[src/rtl/audio_player.sv]
// Ping-pong RAM audio player: a sample-rate tick fetches one sample per period
// from the active buffer and feeds a first-order PDM modulator.
//
// state | meaning
// IDLE  | waiting for a sample tick; underrun handled here
// FETCH | ram_re asserted, address = play pointer
// WAIT  | synchronous RAM output settling
// LATCH | sample captured, pointer advanced, buf_done on last address
module audio_player #(
  parameter int DATA_WIDTH           = 16,
  parameter int SYS_CLK_FREQ_MHZ     = 100,
  parameter int SAMPLING_CLK_FREQ_HZ = 44100
) (
  input  logic                  HCLK,
  input  logic                  HRESETn,
  input  logic                  EN,
  input  logic                  ping_ready,
  input  logic                  pong_ready,
  input  logic [DATA_WIDTH-1:0] ping_data_o,
  input  logic [DATA_WIDTH-1:0] pong_data_o,
  output logic [10:0]           ram_addr,
  output logic                  ram_re,
  output logic                  buf_sel,
  output logic                  buf_done,
  output logic                  buf_done_id,
  output logic [7:0]            underrun_cnt,
  output logic                  audio_pwm,
  output logic                  audio_sd
);

  localparam int DIV   = (SYS_CLK_FREQ_MHZ * 1000000) / SAMPLING_CLK_FREQ_HZ;
  localparam int CNT_W = (DIV > 2) ? $clog2(DIV) : 1;
  localparam logic [CNT_W-1:0]      CNT_LAST = CNT_W'(DIV - 1);
  localparam logic [DATA_WIDTH-1:0] SILENCE  = {1'b1, {(DATA_WIDTH-1){1'b0}}};
  localparam logic [DATA_WIDTH-1:0] OFFSET   = {1'b0, {(DATA_WIDTH-1){1'b1}}};

  typedef enum logic [1:0] {IDLE, FETCH, WAIT, LATCH} state_t;

  state_t                state_q, state_d;
  logic [CNT_W-1:0]      cnt_q, cnt_d;
  logic [11:0]           ptr_q, ptr_d;
  logic [DATA_WIDTH-1:0] sample_u_q, sample_u_d;
  logic [7:0]            urun_q, urun_d;
  logic [DATA_WIDTH:0]   acc_q, acc_d;
  logic                  en_q;

  logic                  tick;
  logic                  sel_ready;
  logic [DATA_WIDTH-1:0] sel_data;

  assign tick      = EN && (cnt_q == CNT_LAST);
  assign sel_ready = ptr_q[11] ? pong_ready : ping_ready;
  assign sel_data  = ptr_q[11] ? pong_data_o : ping_data_o;

  always_comb begin
    state_d    = state_q;
    cnt_d      = cnt_q;
    ptr_d      = ptr_q;
    sample_u_d = sample_u_q;
    urun_d     = urun_q;
    acc_d      = acc_q;
    ram_re     = 1'b0;
    buf_done   = 1'b0;
    if (!EN) begin
      // Dropping EN aborts any fetch in flight: nothing is latched or advanced.
      state_d = IDLE;
      cnt_d   = '0;
      acc_d   = '0;
    end else begin
      cnt_d = tick ? '0 : cnt_q + 1'b1;
      acc_d = {1'b0, acc_q[DATA_WIDTH-1:0]} + {1'b0, sample_u_q};
      unique case (state_q)
        IDLE: begin
          if (tick) begin
            if (sel_ready) begin
              state_d = FETCH;
            end else begin
              sample_u_d = SILENCE;
              if (urun_q != 8'hFF) urun_d = urun_q + 8'd1;
            end
          end
        end
        FETCH: begin
          ram_re  = 1'b1;
          state_d = WAIT;
        end
        WAIT: state_d = LATCH;
        LATCH: begin
          // Adding 0x7FFF undoes the sampler's offset; the 12-bit pointer
          // rollover carries into ptr[11] to swap buffers.
          sample_u_d = sel_data + OFFSET;
          ptr_d      = ptr_q + 12'd1;
          buf_done   = (ptr_q[10:0] == 11'h7FF);
          state_d    = IDLE;
        end
        default: state_d = IDLE;
      endcase
    end
  end

  always_ff @(posedge HCLK or negedge HRESETn) begin
    if (!HRESETn) begin
      state_q    <= IDLE;
      cnt_q      <= '0;
      ptr_q      <= '0;
      sample_u_q <= SILENCE;
      urun_q     <= '0;
      acc_q      <= '0;
      en_q       <= 1'b0;
    end else begin
      state_q    <= state_d;
      cnt_q      <= cnt_d;
      ptr_q      <= ptr_d;
      sample_u_q <= sample_u_d;
      urun_q     <= urun_d;
      acc_q      <= acc_d;
      en_q       <= EN;
    end
  end

  assign ram_addr     = ptr_q[10:0];
  assign buf_sel      = ptr_q[11];
  assign buf_done_id  = buf_done & ptr_q[11];
  assign underrun_cnt = urun_q;
  assign audio_pwm    = acc_q[DATA_WIDTH];
  assign audio_sd     = en_q;

endmodule

[config.mk]
export PLATFORM = sky130hd
export DESIGN_NAME = audio_player
export DESIGN_NICKNAME = d
export VERILOG_FILES = /design/src/rtl/audio_player.sv
export SDC_FILE = /design/constraint.sdc
export NUM_CORES = 1
export LEC_CHECK = 0
export ABC_AREA = 1
export BUFFER_PORTS_ARGS = -buffer_cell sky130_fd_sc_hd__buf_2
export CORE_MARGIN = 2
export CORE_UTILIZATION = 45
export DETAILED_ROUTE_END_ITERATION = 8
export PLACE_DENSITY = 0.65
export SLEW_MARGIN = 20
export SYNTH_ARGS = -nofsm -noshare
export SYNTH_HDL_FRONTEND = slang
export SYNTH_SLANG_ARGS = --single-unit
export TNS_END_PERCENT = 1
[constraint.sdc]
create_clock -name HCLK -period 4.32 [get_ports HCLK]
set_input_delay 0.864 -clock HCLK [delete_from_list [all_inputs] [get_ports HCLK]]
set_output_delay 0.864 -clock HCLK [all_outputs]
set_load 0.01 [all_outputs]
# [After elaboration in Yosys (flattened, before gate mapping)]
# Cells that the tools add are included.
[word_totals] regBits=68 input_bits=37
[classes] addsub=5 n_eq_ne=10 mux=16 bitwise=2 reduce_logical=7
[ops] op="$mux W16" count=3
[ops] op="$pmux W16 S2" count=1
[ops] op="$add A12 B1 Y12 const B" count=2
[ops] op="$mux W12" count=2
[ops] op="$add A16 B16 Y17" count=1
[ops] op="$mux W17" count=1
[ops] op="$add A16 B15 Y16 const B" count=1
[ops] op="$eq A12 B12 Y1 const B" count=1
[ops] op="$eq A11 B11 Y1 const B" count=1
[ops] op="$add A8 B1 Y8 const B" count=1
[ops] op="$ne A8 B8 Y1 const B" count=1
[ops] op="$pmux W2 S4" count=1
[ops] op="$mux W2" count=3
[ops] op="$ne A3 B3 Y1 const B" count=2
[ops] op="$mux W1" count=5
[ops] op="$reduce_and A5 Y1" count=1
[ops] op="$eq A2 B2 Y1 const B" count=2
[ops] op="$ne A2 B2 Y1 const B" count=2
[ops] op="$reduce_and A2 Y1" count=2
[ops] op="$reduce_and A4 Y1" count=1
[ops] op="$eq A2 B1 Y1 const B" count=1
[ops] op="$logic_not A2 Y1" count=1
[ops] op="$reduce_bool A2 Y1" count=1
[ops] op="$and A1 B1 Y1" count=1
[ops] op="2 further kinds" count=2

# [Logic depth before layout (Yosys ltp)]
[logic_depth] word_depth=5 depth_mapped=13

# [Worst setup path before layout]
# Ideal clock, no wire load.
[synth_path] path_kind="in2out" startpoint="in EN" endpoint="out buf_done_id" t_arrival_ns=1.810 required_ns=3.456 path_slack_ns=1.646 path_stages=7 n_path_buf=1 cell_sequence="buf_4 > nand2_2 > inv_2 > nand2_1 > nor4_4 > nand4_1 > nor2_1"
[synth_between] elab_chain_len=2
[synth_rtl] element="start, declared" line_no="16" text="input logic EN,"
[synth_rtl] element="$mux W1" line_no="64" text="if (!EN) begin"
[synth_rtl] element="$and A1 B1 Y1" line_no="123" text="assign buf_done_id = buf_done & ptr_q[11];"
[synth_rtl] element="end, declared" line_no="25" text="output logic buf_done_id,"
# Every way passes these cells.

# [Worst setup path after layout]
# Same ends and word-level chain as after synthesis.

==> results by group <==
Drt
  – Pre-antenna DRT Iters: 4
  – Wire per inst: 11.6 µm
  – ANT nets after route: 0
  – Starting DRT DRC Count: 154
  – DRT Wirelength: 9350 µm
  – Vias: 3,959
  – # DRC: 0
  – Avg Vias per Cell: 4.92

Logic synthesis
  – Avg Inst Size Synth: 7.34 µm²
  – Flops & latches, synth: 68
  – Cell Area, Synth: 4420 µm²
  – Register area share after synthesis: 0.385
  – Yosys cell types: 38
  – Ys Warns: 0
  – Top-area cell type share of the netlist area: 0.379
  – Number of flops mapped to enable cells by yosys: 0
  – Ranking of synthesized cells by area: dfrtp_1, nand2_1, ha_1
  – Ys async rst share: 1.00
  – Largest area contributor in the netlist: dfrtp_1
  – Most common cell in the netlist: nand2_1
  – Synth Instances: 602
  – Synth Net Count: 666
  – Top post-synthesis cells by count: nand2_1, inv_1, dfrtp_1, nor2_1, nand3_1
  – Synth Flop Type: dfrtp_1

Worst setup path
  – Arrival @ worst endpoint: 2230 ps
  – Reg-to-Reg End: sample_u_q[5]
  – Max FO, Critical Path: 21
  – R2r startpoint: ptr_q[11]
  – Kind of critical path: in2out
  – Crit end category: primary output
  – Worst Path Required: 3460 ps
  – Reg2Reg Setup Slack: 2050 ps
  – Setup crit start kind: input port
  – Reg2Reg Depth: 6

CTS
  – Post-cts sizing count: 0
  – Reg clk slew, reported paths: 80 ps
  – Hold_buf cts: 0
  – Post-CTS setup buffers: 0
  – Clk_lat worst skew: 350 ps
  – H-tree depth: 3
  – CTS tree: done
  – CTS root buffer: clkbuf_8
  – Num Clock Sinks: 68
  – Clock buffer count from CTS: 9
  – Bufs on Longest Clock Path: 2

Placement
  – Final GP Congestion: 0.862
  – Placed Cells: 789
  – Dpl ws: 1190 ps
  – Buffers on Ports: 61
  – HPWL after DPL: 7330 µm

Power and ir drop
  – Max rail drop VDD: 0.273 mV
  – Power per cell area: 396 nW/µm²
  – Leakage: 0.00273 µW

Timing
  – Crit share post-route: 0.717
  – Slew Viols, Final: 0
  – Skew final: 6.20 ps
  – RSZ-0062 raised after global routing: false
  – Max Fclk: 323 MHz
  – Setup violators final: 0
  – Rel. slew slack: 0.527
  – Final hold viol count: 0
  – Min cycle time layout: 3100 ps
  – Slack of the critical path: 1220 ps
  – Setup TNS: 0 ps
  – Worst slew pin tran: 710 ps

Run status
  – Status: complete, no violations

Final layout
  – Area growth, synth to finish: 14.1%
  – Share of layout cells above drive strength 1: 0.164
  – Non-filler instance count after layout: 805
  – Final core utilization: 0.523
  – Ant diodes: 0
  – Nets: 731

Floorplan
  – I/O pin count: 62
  – Starting Density: 0.458
  – Core area: 9640 µm²
  – DIE HEIGHT: 103 µm
  – Die area: 10,600 µm²
  – Die Wd: 103 µm
  – Site row count: 36

GRT
  – Vias in the first global route: 3,798
  – Total GRT Usage: 0.193
  – Remaining Overflow, GRT: 0
  – Initial antenna violation count: 0
  – Largest net degree at the start of global routing: 40
  – Global-route wire length before repair: 16,400 µm

Min path
  – Hold path start: sample_u_q[11]
  – HP Class: reg2reg
  – Worst Hold End: sample_u_q[11]
  – Hold Path Stages: 2

Run
  – Max Cap Viol: 0
[how the worst max path moves through the flow]
stage	from	end	slack, ps	cells after the start
after global routing	EN	buf_done_id	1050	8
final	EN	buf_done_id	1220	8
after floorplan	EN	buf_done_id	1650	7
after detailed placement	EN	buf_done_id	1190	8
after global placement	EN	buf_done_id	1230	8
after CTS	EN	buf_done_id	1190	8
[power by group]
group	switching, µW	internal (µW)
registers	84.9	763
clock network	256	299
logic	368	224
total	709	1290
[cell type report]
| cell class | instances | area, µm² |
|---|---|---|
| Sequential cell | 68 | 1700 |
| Inverter | 76 | 285 |
| Clock inverter | 5 | 58.8 |
| Timing Repair Buffer | 62 | 313 |
| Multi-Input combinational cell | 450 | 2360 |
| Clock buffer | 11 | 151 |
| Fill cell | 994 | 4600 |
| Tap cell | 133 | 166 |
[state kept, by name, indices dropped and copies added, names as in the netlist]
signal        count
acc_q            17
cnt_q            12
sample_u_q       16
ptr_q            12
state_q           2
audio_sd          1
underrun_cnt      8
[cell usage in the layout, fill, tap and decap left out, drive strengths merged]
cell      instances
a21oi            32
a211oi            1
nand2           193
a21boi            1
or2               2
buf              62
nor3              9
o21ai            30
inv              77
xnor2             9
dfrtp            67
and3              3
clkinv            1
bufinv            1
clkbuf           11
nand3            39
ha               26
and2              1
dfstp             1
nor2             72
xor2             10
o21bai            1
nand4            15
nor4              1
nand3b            2
clkinvlp          2
fa                1
a21o              1
a31o              1
[cell families after synthesis]
family,Yosys count,share of synthesized area
flops,68,0.385
compound gates,67,0.0815
xor+xnor,19,0.0377
buf+inv,84,0.0796
simple gates,337,0.338
fa+ha+maj,27,0.0781
[stage by stage]
step	instance area, µm²	hold WS, ps	power, µW
floorplan	4420	454	1280
global placement	4830	474	1440
detailed placement	4830	478	1460
CTS	5040	498	2020
global route	5040	520	2150
finish	5040	493	1990
[critical path, stage by stage]
cell,delay [ps]
buf_2,330
nand2_2,160
inv_2,130
nand2_1,120
nor4_4,210
nand4_1,180
nor2_1,110
buf_2,130
[per-layer routing]
metal	global-route usage	vias to the layer above	wire (µm)
met1	0.249	1848	4420
met2	0.331	44	4600
met4	0.0648	0	135
met5	0	-	0
li1	-	2056	-
met3	0.0298	11	194
(Power assumes the default switching activity.)
